<file path="src/rtl/quad_gen_if.sv">
// Request channel into the quadrature generator: valid/ready handshake plus request fields.
// Latency: none, wires only.
// Backpressure: the master holds req_valid and the fields until req_ready is seen high.
interface quad_gen_if #(
    parameter int CNT_W = 8,
    parameter int DIV_W = 16
);
    logic             req_valid;
    logic             req_ready;
    logic             req_dir;
    logic [CNT_W-1:0] req_count;
    logic [DIV_W-1:0] half_period;

    modport master (
        output req_valid,
        output req_dir,
        output req_count,
        output half_period,
        input  req_ready
    );

    modport slave (
        input  req_valid,
        input  req_dir,
        input  req_count,
        input  half_period,
        output req_ready
    );
endinterface

</file>
<file path="src/rtl/quad_gen.sv">
// Quadrature encoder emulator: each requested count becomes two a/b phase transitions.
// Latency: first edge hp cycles after accept, then one edge every hp cycles; done on the last edge's cycle.
// Backpressure: req_ready is high only in IDLE; request fields are latched at accept and ignored afterwards.
module quad_gen #(
    parameter int CNT_W = 8,
    parameter int DIV_W = 16,
    parameter int POS_W = 8
) (
    input  logic             clk,
    input  logic             reset,
    quad_gen_if.slave        req,
    input  logic             abort,
    output logic             a,
    output logic             b,
    output logic             busy,
    output logic             done,
    output logic [POS_W-1:0] pos
);
    localparam int EW = CNT_W + 1;

    typedef enum logic [1:0] {
        S_IDLE = 2'd0,
        S_RUN  = 2'd1,
        S_DONE = 2'd2
    } state_t;

    state_t           state;
    state_t           state_nxt;
    logic             dir_q;
    logic             abort_q;
    logic [DIV_W-1:0] hp_q;
    logic [DIV_W-1:0] timer;
    logic [EW-1:0]    edges_left;

    logic [DIV_W-1:0] hp_in;
    logic             accept;
    logic             at_boundary;
    logic             stop_now;
    logic             edge_now;
    logic             last_edge;
    logic [1:0]       phase_nxt;

    // A zero half period would never fire the timer, so it is promoted to one cycle.
    assign hp_in       = (req.half_period == '0) ? DIV_W'(1) : req.half_period;
    assign accept      = (state == S_IDLE) && req.req_valid && !reset;
    // Phase 00 or 11 means the decoder sits on a whole count.
    assign at_boundary = (a == b);
    // Abort wins over a coinciding edge only when no half-count is outstanding.
    assign stop_now    = (state == S_RUN) && (abort || abort_q) && at_boundary;
    assign edge_now    = (state == S_RUN) && !stop_now && (timer == DIV_W'(1));
    assign last_edge   = edge_now && (edges_left == EW'(1));

    // Next {a,b} one step along the up or down Gray sequence.
    always_comb begin
        phase_nxt = 2'b00;
        if (dir_q) begin
            case ({a, b})
                2'b00:   phase_nxt = 2'b10;
                2'b10:   phase_nxt = 2'b11;
                2'b11:   phase_nxt = 2'b01;
                default: phase_nxt = 2'b00;
            endcase
        end else begin
            case ({a, b})
                2'b00:   phase_nxt = 2'b01;
                2'b01:   phase_nxt = 2'b11;
                2'b11:   phase_nxt = 2'b10;
                default: phase_nxt = 2'b00;
            endcase
        end
    end

    // State register.
    always_ff @(posedge clk) begin
        if (reset) begin
            state <= S_IDLE;
        end else begin
            state <= state_nxt;
        end
    end

    // Next-state decode: a zero-count request or a finished/aborted run goes through the one-cycle DONE state.
    always_comb begin
        state_nxt = state;
        case (state)
            S_IDLE: begin
                if (accept) begin
                    state_nxt = (req.req_count == '0) ? S_DONE : S_RUN;
                end
            end
            S_RUN: begin
                if (stop_now || last_edge) begin
                    state_nxt = S_DONE;
                end
            end
            S_DONE:  state_nxt = S_IDLE;
            default: state_nxt = S_IDLE;
        endcase
    end

    // Status outputs decoded from the state register.
    always_comb begin
        req.req_ready = 1'b0;
        busy          = 1'b0;
        done          = 1'b0;
        case (state)
            S_IDLE:  req.req_ready = !reset;
            S_RUN:   busy          = 1'b1;
            S_DONE:  done          = 1'b1;
            default: ;
        endcase
    end

    // Request latch, edge timer, phase outputs and running position.
    always_ff @(posedge clk) begin
        if (reset) begin
            dir_q      <= 1'b0;
            abort_q    <= 1'b0;
            hp_q       <= DIV_W'(1);
            timer      <= DIV_W'(1);
            edges_left <= '0;
            a          <= 1'b0;
            b          <= 1'b0;
            pos        <= '0;
        end else if (accept) begin
            dir_q      <= req.req_dir;
            abort_q    <= 1'b0;
            hp_q       <= hp_in;
            timer      <= hp_in;
            edges_left <= {req.req_count, 1'b0};
        end else if (state == S_RUN) begin
            abort_q <= abort_q | abort;
            if (edge_now) begin
                {a, b}     <= phase_nxt;
                edges_left <= edges_left - EW'(1);
                timer      <= hp_q;
                if (phase_nxt[1] == phase_nxt[0]) begin
                    pos <= dir_q ? pos + POS_W'(1) : pos - POS_W'(1);
                end
            end else if (!stop_now) begin
                timer <= timer - DIV_W'(1);
            end
        end
    end
endmodule
</file>
<file path="src/flat_wrapper.sv">
// flat-port wrapper written by rule: the top's interface ports become plain ports
module quad_gen_flat 
#(
    parameter int CNT_W = 8,
    parameter int DIV_W = 16,
    parameter int POS_W = 8
)
  (clk, reset, abort, a, b, busy, done, pos, req_req_valid, req_req_dir, req_req_count, req_half_period, req_req_ready);
  quad_gen_if #(.CNT_W(CNT_W), .DIV_W(DIV_W)) req_i ();
  input  logic clk;
  input  logic reset;
  input  logic abort;
  output logic a;
  output logic b;
  output logic busy;
  output logic done;
  output logic [POS_W-1:0] pos;
  input wire logic [$bits(req_i.req_valid)-1:0] req_req_valid;
  input wire logic [$bits(req_i.req_dir)-1:0] req_req_dir;
  input wire logic [$bits(req_i.req_count)-1:0] req_req_count;
  input wire logic [$bits(req_i.half_period)-1:0] req_half_period;
  output wire logic [$bits(req_i.req_ready)-1:0] req_req_ready;
  assign req_i.req_valid = req_req_valid;
  assign req_i.req_dir = req_req_dir;
  assign req_i.req_count = req_req_count;
  assign req_i.half_period = req_half_period;
  assign req_req_ready = req_i.req_ready;
  quad_gen #(.CNT_W(CNT_W), .DIV_W(DIV_W), .POS_W(POS_W)) u_core (.clk(clk), .reset(reset), .req(req_i), .abort(abort), .a(a), .b(b), .busy(busy), .done(done), .pos(pos));
endmodule
</file>
<file path="config.mk">
export PLATFORM = sky130hd
export DESIGN_NAME = quad_gen_flat
export DESIGN_NICKNAME = d
export VERILOG_FILES = /design/src/rtl/quad_gen_if.sv /design/src/rtl/quad_gen.sv /design/src/flat_wrapper.sv
export SDC_FILE = /design/constraint.sdc
export NUM_CORES = 1
export LEC_CHECK = 0
export BUFFER_PORTS_ARGS = -buffer_cell sky130_fd_sc_hd__buf_2
export CORE_ASPECT_RATIO = 0.9
export CORE_MARGIN = 1.5
export CORE_UTILIZATION = 60
export CTS_BUF_LIST = sky130_fd_sc_hd__clkbuf_2
export CTS_CLUSTER_SIZE = 14
export DETAILED_ROUTE_END_ITERATION = 10
export MAX_ROUTING_LAYER = met4
export PLACE_DENSITY = 0.82
export SYNTH_ARGS = -nofsm -noshare
export SYNTH_HDL_FRONTEND = slang
export SYNTH_SLANG_ARGS = --single-unit
</file>
<file path="constraint.sdc">
create_clock -name clk -period 3 [get_ports clk]
set_clock_uncertainty 0.05 [all_clocks]
set_input_delay 0.15 -clock clk [delete_from_list [all_inputs] [get_ports clk]]
set_output_delay 0.15 -clock clk [all_outputs]
set_load 0.01 [all_outputs]
</file>
# After elaboration in Yosys (flattened, before gate mapping)
# Cells that the tools add are included.
word_totals:
  latchBits: 0
  romBits: 0
  ramBits: 0
  ff_bits: 55
  memories: 0
  in_bits: 29
  word_cells: 71
  output_inout_bits: 13
classes:
  shifts: 0
  n_eq_ne: 12
  n_addsub: 4
  mux: 19
  reduce_logical: 24
  bitwise: 2
  div_mod_pow: 0
  mul: 0
  magnitude_cmp: 0
op_table:
  columns: ["operator", "n"]
  rows:
  - ["16-bit two-way mux", 5]
  - ["9-bit two-way mux", 3]
  - ["16-bit by 1-bit == test with 1-bit output (second input constant)", 1]
  - ["16-bit zero test", 1]
  - ["16-bit by 1-bit subtractor with 16-bit output (second input constant)", 1]
  - ["2-bit one-hot mux with 3 select lines", 2]
  - ["9-bit by 1-bit == test with 1-bit output (second input constant)", 1]
  - ["9-bit by 1-bit subtractor with 9-bit output (second input constant)", 1]
  - ["8-bit by 1-bit adder with 8-bit output (second input constant)", 1]
  - ["8-bit zero test", 1]
  - ["2-bit two-way mux", 4]
  - ["8-bit two-way mux", 1]
  - ["2-bit AND reduction", 4]
  - ["8-bit by 1-bit subtractor with 8-bit output (second input constant)", 1]
  - ["1-bit logical AND", 7]
  - ["2-bit == test (second input constant)", 3]
  - ["2-bit by 1-bit == test with 1-bit output (second input constant)", 2]
  - ["2-bit zero test", 2]
  - ["2-bit one-hot mux with 2 select lines", 1]
  - ["4-bit AND reduction", 1]
  - ["2-bit nonzero test", 2]
  - ["1-bit two-way mux", 3]
  - ["3-bit by 2-bit != test with 1-bit output (second input constant)", 1]
  - ["3-bit AND reduction", 1]
  - ["8 further kinds", 11]

# Depth between registers and ports, before layout
# Gate-level depths: netlist (run 1).
logic_depth:
  depth_word: 10
  depth_mapped: 10
  ltp_nobuf: 7

# Least setup slack after synthesis (run 1)
# No wires, ideal clock.
synth_path:
  path_kind: "register to register"
  from: "register u_core.a"
  to: "register u_core.timer[13]"
  synth_period_minus_slack_ps: 2353
  stages_incl_launch_ff: 9
  t_required_ps: 2871
  setup_time_ps: 79
  path_buffers: 1
  t_arrival_ps: 2224
  setup_slack_ps: 647
  cell_sequence: "dfxtp_1 > inv_1 > ha_1 > o21ba_2 > a211oi_1 > clkbuf_1 > o21ai_0 > or3_1 > o211ai_1"
synth_via:
  elab_chain_cells: 8
  word_cells_on_any_way: 10
  classes_between: "2 x eq/ne; 3 x mux; 5 x reduce/logical"
synth_rtl:
  columns: ["element", "line", "rtl"]
  rows:
  - ["start, declared", "quad_gen.sv:13", "output logic a,"]
  - ["start signal, assigned", "quad_gen.sv:134", "{a, b} <= phase_nxt;"]
  - ["1-bit == test (*)", "quad_gen.sv:47", "assign at_boundary = (a == b);"]
  - ["1-bit logical AND (*)", "quad_gen.sv:49", "assign stop_now = (state == S_RUN) && (abort || abort_q) && at_boundary;"]
  - ["1-bit zero test", "quad_gen.sv:50", "assign edge_now = (state == S_RUN) && !stop_now && (timer == DIV_W'(1));"]
  - ["1-bit logical AND (2 in series)", "quad_gen.sv:50", null]
  - ["16-bit two-way mux", "quad_gen.sv:133", "if (edge_now) begin"]
  - ["16-bit two-way mux", "quad_gen.sv:131", "end else if (state == S_RUN) begin"]
  - ["16-bit two-way mux", "quad_gen.sv:125", "end else if (accept) begin"]
  - ["end signal, assigned", "quad_gen.sv:129", "timer <= hp_in;"]
  - ["end signal, assigned", "quad_gen.sv:136", "timer <= hp_q;"]
  - ["end signal, assigned", "quad_gen.sv:141", "timer <= timer - DIV_W'(1);"]
  - ["end, declared", "quad_gen.sv:32", "logic [DIV_W-1:0] timer;"]
# Every way passes the cells marked *; elsewhere a longest branch is shown, timed or not. The select of a mux whose other input is x is not followed.
# A chain may end at the register's enable or synchronous reset.

# Final worst setup path (run 1)
layout_path:
  from: "register u_core.a"
  to: "register u_core.edges_left[8]"
layout_via:
  elab_chain_cells: 7
layout_rtl:
  columns: ["element", "line", "rtl"]
  rows:
  - ["1-bit == test", "quad_gen.sv:47", null]
  - ["1-bit logical AND", "quad_gen.sv:49", null]
  - ["1-bit zero test", "quad_gen.sv:50", null]
  - ["1-bit logical AND (2 in series)", "quad_gen.sv:50", null]
  - ["2-bit nonzero test (no source line)", null, null]
  - ["2-bit AND reduction (no source line)", null, null]
  - ["end signal, assigned", "quad_gen.sv:130", "edges_left <= {req.req_count, 1'b0};"]
  - ["end signal, assigned", "quad_gen.sv:135", "edges_left <= edges_left - EW'(1);"]
  - ["end, declared", "quad_gen.sv:33", "logic [EW-1:0] edges_left;"]
# No other way between the ends.

==> flow_metrics.env, run 1 <==
export IMPL_status="complete, no violations"
export IMPL_synth_cells=423
export IMPL_synth_seq_cells=55
export IMPL_yosys_warnings=0
export IMPL_antenna_diode_count=0
export IMPL_period_share_pct=95.7
export IMPL_grt_max_degree=39
export IMPL_ant_nets=0
export IMPL_clkSinkCount=55
export IMPL_hold_viol_final=0
export IMPL_h_tree_depth=2
export IMPL_synth_largest_area_cell="dfxtp_1"
export IMPL_pin_count=42
export IMPL_switching_power_uw=580
export IMPL_seqPwrFrac_pct=53.2
export IMPL_nets=534
export IMPL_holdCritPathClass="input pin to register"
export IMPL_timing_hold_ws_ns=0.0553
export IMPL_io_buffers=41
export IMPL_grt_overflow_total=0
export IMPL_synth_main_ff_cell="dfxtp_1"
export IMPL_arrival_ns=3.27
export IMPL_worst_endpoint_required_ns=3.40
export IMPL_gp_congestion=0.941
export IMPL_postLayoutCellArea_sq_mm=0.00392
export IMPL_grt_pass1_vias=3116
export IMPL_wl_per_cell_um=16.6
export IMPL_pwr_share_comb_pct=28.7
export IMPL_end_kind="register"
export IMPL_die_h_um=73.3
export IMPL_syn_num_nets=468
export IMPL_crit_chain="inv_1, ha_2, o21ba_2, nor3_4, nand2_2, or4_1, a311oi_1, dlygate4sd3_1"
export IMPL_num_vias=3527
export IMPL_fin_cells=557
export IMPL_slew_viol_final=0
export IMPL_max_stage_delay_ns=0.58
export IMPL_final_util_pct=74.6
export IMPL_fin_ws_ns=0.128
export IMPL_dpl_hpwl_mm=6.35
export IMPL_area_growth_synth_to_final_pct=19.2
export IMPL_drt_drc_violations_left=0
export IMPL_clk_latency_ns=0.47
export IMPL_worst_ir_drop_vdd_mv=0.337
export IMPL_drv_cap=0
export IMPL_async_reset_ff_share_pct=0
export IMPL_synth_area_leaders="dfxtp_1 (33%), nand2_1 (6.6%), ha_1 (5.7%)"
export IMPL_start_kind="register"
export IMPL_synth_edf_count=0
export IMPL_row_count=25
export IMPL_numPlacedInstances=518
export IMPL_syn_area_sq_mm=0.00329
export IMPL_placed_area_sq_mm=0.00357
export IMPL_cts_buffers=5
export IMPL_max_slew_worst_pin_slew_ns=0.716
export IMPL_via_per_inst=6.33
export IMPL_dr_first_iter_drc_count=307
export IMPL_p_leak_nw=1.60
export IMPL_root_buffer="clkbuf_2"
export IMPL_cts_tree="yes"
export IMPL_die_w_um=81.1
export IMPL_grt_pass1_wl_mm=14.9
export IMPL_initial_utilization_pct=62.6
export IMPL_internal_power_mw=1.08
export IMPL_period_needed_ns=2.87
export IMPL_cts_clk_slew_worst_paths_ns=0.28
export IMPL_slew_headroom_pct=52.2
export IMPL_fmaxAchievable_mhz=348
export IMPL_cts_path_max_buffers=2
export IMPL_setup_violations=0
export IMPL_grt_total_usage_pct=33.4
export IMPL_drt_total_wl_mm=9.24
export IMPL_antenna_found_initial=0
export IMPL_cp_slowest_cell="dlygate4sd3_1"
export IMPL_layout_drive_gt1_share_pct=16.3
export IMPL_ys_seq_area_share_pct=33.5
export IMPL_p_sw_share_pct=35.0
export IMPL_crit_type="register to register"
export IMPL_dieArea_sq_mm=0.00594
export IMPL_yosysUniqueCellTypes=56
export IMPL_pre_cts_ws_ns=0.414
export IMPL_synth_top_area_share_pct=33.5
export IMPL_clkPwrFrac_pct=18.1
export IMPL_p_per_area_mw_per_mm2=422
export IMPL_dr_pass1_iters=5
export IMPL_avgSynthCellArea_sq_um=7.78
export IMPL_crit_path_max_fanout=7
export IMPL_design_core_area_sq_mm=0.00526
-- path summary, 6_finish.rpt --
path | slack (ns) | to | cells after the start | startpoint
worst min register to register | 0.43 | u_core.hp_q[7] | 2 | u_core.hp_q[7]
worst max-delay path | 0.13 | u_core.edges_left[8] | 8 | u_core.a
worst max register to register | 0.13 | u_core.edges_left[8] | 8 | u_core.a
worst min-delay path | 0.06 | u_core.hp_q[0] | 4 | req_half_period[0]
-- synthesized netlist by cell type, types with 6 or more instances --
cell	number
a211oi_1	13
a21oi_1	34
a31oi_1	11
clkbuf_1	19
dfxtp_1	55
ha_1	15
inv_1	10
mux2i_1	6
nand2_1	58
nand3_1	12
nor2_1	36
nor3_1	20
nor4_1	10
o21ai_0	23
o221ai_1	6
or3_1	12
xnor2_1	8
xor2_1	6
-- cells in the final DEF (no fill, tap or decap), types with 11 or more instances in the layout --
cell type,Yosys,routed
o21ai_0,23,23
dfxtp_1,55,51
or3_1,12,12
nor3_1,20,20
nand3_1,12,12
buf_4,0,12
buf_2,3,41
a21oi_1,34,34
nor2_1,36,36
dlygate4sd3_1,0,29
a211oi_1,13,13
ha_1,15,14
a31oi_1,11,11
nand2_1,58,58
-- stage by stage --
step	setup TNS [ns]	power (mW)
after floorplan	0	1.18
after global placement	0	1.31
after detailed placement	0	1.32
after CTS	0	1.65
after global routing	-0.0144	1.75
final	0	1.66
-- cell type report --
cell class | count | area [sq um]
flip-flops and latches | 55 | 1110
well taps | 67 | 83.8
fillers | 420 | 1330
inverters | 10 | 37.5
multi-input cells | 335 | 2070
clock inverters | 1 | 5.00
repair buffers | 82 | 586
clock buffers | 7 | 35.0
-- flip-flops by register name, indices dropped and copies added (netlist names) --
signal,cells
u_core.hp_q,16
u_core.timer,16
u_core.edges_left,9
u_core.pos,8
u_core.state,2
u_core.a,1
u_core.abort_q,1
u_core.b,1
u_core.dir_q,1
-- power groups by stage --
stage	combinational, mW	sequential (mW)	clock [mW]
2_1_floorplan	0.317	0.866	0
3_3_place_gp	0.417	0.890	0
3_5_place_dp	0.430	0.892	0
4_1_cts	0.465	0.879	0.304
5_1_grt	0.528	0.892	0.327
6_report	0.475	0.882	0.300
-- cells by family (layout without fill, tap and decap cells) --
family / count (synthesis) / after routing / share of synthesized area (%)
AO/OA/AOI/OAI: 113 / 113 / 22.1
XOR/XNOR: 14 / 14 / 3.73
adder cells (fa/ha/maj): 16 / 16 / 6.31
buffers and inverters: 33 / 100 / 3.88
flip-flops: 55 / 55 / 33.5
multiplexers: 7 / 7 / 2.17
AND/OR/NAND/NOR: 185 / 185 / 28.4
-- critical path: cells and delay by family (launching register included) --
family,cells,cell delay (ns)
and+or+nand+nor,3,0.85
buffers and inverters,2,0.67
AOI/OAI and AO/OA,2,0.47
DFF,1,0.44
adders and majority gates,1,0.39
-- per-layer routing --
metal | GRT usage, % | vias to the layer above | wire length (um)
met5 | - | - | 0
met1 | 45.5 | 1669 | 4170
li1 | - | 1682 | -
met3 | 5.96 | 24 | 663
met4 | 10.5 | 0 | 218
met2 | 50.3 | 152 | 4190
-- what timing repair did --
action,4_1_cts,5_1_grt
hold buffers,29,0
setup buffers,0,2
endpoints found under the hold margin,35,0
gates resized for setup,0,5
endpoints found under the setup margin,0,2
(Power assumes the default switching activity.)
==> run 2, diff against run 1 <==
--- a/config.mk
+++ b/config.mk
@@ -7,13 +7,13 @@
 export LEC_CHECK = 0
 export BUFFER_PORTS_ARGS = -buffer_cell sky130_fd_sc_hd__buf_2
 export CORE_ASPECT_RATIO = 0.9
-export CORE_MARGIN = 1.5
+export CORE_MARGIN = 1
 export CORE_UTILIZATION = 60
 export CTS_BUF_LIST = sky130_fd_sc_hd__clkbuf_2
 export CTS_CLUSTER_SIZE = 14
 export DETAILED_ROUTE_END_ITERATION = 10
 export MAX_ROUTING_LAYER = met4
-export PLACE_DENSITY = 0.82
+export PLACE_DENSITY = 0.86
 export SYNTH_ARGS = -nofsm -noshare
 export SYNTH_HDL_FRONTEND = slang
 export SYNTH_SLANG_ARGS = --single-unit
==> run 2 against run 1 <==
Against the previous run: combinational power hardly changed; sequential power hardly changed; via count is 1.6% lower; final cell count is 2.2% lower; worst setup slack better by 0.31 ns; clock power is 7.0% lower; largest cell class unchanged; largest power group unchanged; highest routed layer unchanged.
==> flow_metrics.env, run 2 (synthesized netlist as in run 1, its figures left out) <==
export IMPL_rsz0062_at_grt="no"
export IMPL_cts_tree="yes"
export IMPL_postLayoutCellArea_sq_mm=0.00383
export IMPL_final_util_pct=72.8
export IMPL_period_needed_ns=2.57
export IMPL_p_per_area_mw_per_mm2=427
export IMPL_dieArea_sq_mm=0.00578
export IMPL_post_cts_buffers=0
export IMPL_cts_path_max_buffers=2
export IMPL_drv_cap=0
export IMPL_antenna_diode_count=0
export IMPL_grt_pass1_wl_mm=14.8
export IMPL_nets=524
export IMPL_numPlacedInstances=516
export IMPL_io_buffers=41
export IMPL_placed_area_sq_mm=0.00357
export IMPL_cts_buffers=5
export IMPL_n_fill_cell=415
export IMPL_dr_first_iter_drc_count=288
export IMPL_seqPwrFrac_pct=54.0
export IMPL_ant_nets=0
export IMPL_hold_viol_final=0
export IMPL_most_common_layout_cells="nand2_1 (58), dfxtp_1 (55), buf_2 (41)"
export IMPL_slew_headroom_pct=44.9
export IMPL_dr_pass1_iters=5
export IMPL_p_leak_nw=1.55
export IMPL_die_w_um=80.1
export IMPL_arrival_ns=2.89
export IMPL_worst_ir_drop_vdd_mv=0.354
export IMPL_clkSinkCount=55
export IMPL_num_vias=3471
export IMPL_grt_max_degree=33
export IMPL_cp_slowest_cell="dfxtp_1"
export IMPL_switching_power_uw=576
export IMPL_holdCritPathClass="input pin to register"
export IMPL_timing_hold_ws_ns=0.0302
export IMPL_clkPwrFrac_pct=17.1
export IMPL_die_h_um=72.3
export IMPL_dpl_hpwl_mm=6.15
export IMPL_fmaxAchievable_mhz=390
export IMPL_setup_violations=0
export IMPL_drt_total_wl_mm=9.17
export IMPL_layout_commonest_cell="nand2_1"
export IMPL_root_buffer="clkbuf_2"
export IMPL_pwr_share_comb_pct=28.9
export IMPL_design_core_area_sq_mm=0.00526
export IMPL_crit_chain="ha_1, nor4b_1, and4b_1, and2_1, buf_4, a21oi_1, o221a_2"
export IMPL_internal_power_mw=1.06
export IMPL_antenna_found_initial=0
export IMPL_p_sw_share_pct=35.3
export IMPL_gp_congestion=0.916
export IMPL_crit_type="register to register"
export IMPL_crit_path_max_fanout=14
export IMPL_hp_start="req_req_count[3]"
export IMPL_fin_setup_tns_ns=0
export IMPL_grt_total_usage_pct=33.7
export IMPL_rr_startpoint="u_core.timer[0]"
export IMPL_row_count=25
export IMPL_period_share_pct=85.5
export IMPL_crit_start="u_core.timer[0]"
export IMPL_pin_count=42
export IMPL_wl_per_cell_um=16.8
export IMPL_layout_drive_gt1_share_pct=14.4
export IMPL_max_stage_delay_ns=0.52
export IMPL_drt_drc_violations_left=0
export IMPL_start_kind="register"
export IMPL_clk_latency_ns=0.44
export IMPL_grt_pass1_vias=3279
export IMPL_top_regs="u_core.hp_q: 16 flops, u_core.timer: 16 flops, u_core.edges_left: 9 flops"
export IMPL_worst_endpoint_required_ns=3.33
export IMPL_initial_utilization_pct=62.6
export IMPL_via_per_inst=6.37
export IMPL_cts_clk_slew_worst_paths_ns=0.28
export IMPL_end_kind="register"
export IMPL_max_slew_worst_pin_slew_ns=0.824
export IMPL_status="complete, no violations"
export IMPL_cts_resized=0
export IMPL_h_tree_depth=2
export IMPL_grt_overflow_total=0
export IMPL_fin_cells=545
export IMPL_slew_viol_final=0
export IMPL_area_growth_synth_to_final_pct=16.3
[run 2: changes by cell type in the layout (fill, tap and decap cells not counted), sizes merged]
cell | before | now
dlygate4sd3 | 29 | 23
clkbuf | 7 | 6
clkinv | 1 | 0
buf | 53 | 49
[run 2: repair_timing]
| item | CTS | global route |
|---|---|---|
| endpoints found under the hold margin | 25 | 0 |
| hold buffers | 23 | 0 |
| setup endpoints to repair | 0 | 0 |
[run 2: layer usage]
metal  part of all wire, %  GRT usage, %  up-vias  wire (um)
li1                      -             -     1665          -
met1                    43          42.6     1601       3930
met2                    47          54.4      184       4300
met3                   8.6          6.29       21        790
met4                   1.7          11.5        0        156
met5                     0             -        -          0
[run 2: layout make-up]
type,count,area [sq um],area share (%)
clock buffer,6,30.0,0.785
inverter,10,37.5,0.981
multi-input combinational,335,2070,54.0
sequential,55,1100,28.8
tap,67,83.8,2.19
timing repair buffer,72,508,13.3
[run 2: final timing paths]
kind,slack [ns],depth (start not counted),end
setup / recovery,0.43,7,u_core.edges_left[4]
hold / removal,0.03,4,u_core.state[1]
setup reg to reg,0.43,7,u_core.edges_left[4]
hold reg to reg,0.43,2,u_core.hp_q[15]
[run 2: worst max-delay path, delay by kind of cell, from the launching register on]
kind / cells / cell delay (ns)
AND/OR/NAND/NOR: 3 / 1.11
flip-flops: 1 / 0.52
AO/OA/AOI/OAI: 2 / 0.34
adder cells (fa/ha/maj): 1 / 0.19
buffers and inverters: 1 / 0.28
[run 2: power by group through the flow]
stage	clock network (mW)	logic, mW	registers [mW]
final	0.279	0.472	0.883
after global placement	0	0.419	0.887
after global routing	0.304	0.520	0.892
after floorplan	0	0.317	0.866
after detailed placement	0	0.435	0.891
after CTS	0.287	0.460	0.877
[run 2: through the flow]
step | power (mW) | setup slack [ns]
final | 1.63 | 0.434
after global placement | 1.31 | 0.589
after floorplan | 1.18 | 0.647
after detailed placement | 1.33 | 0.496
after global routing | 1.72 | 0.289
after CTS | 1.62 | 0.481
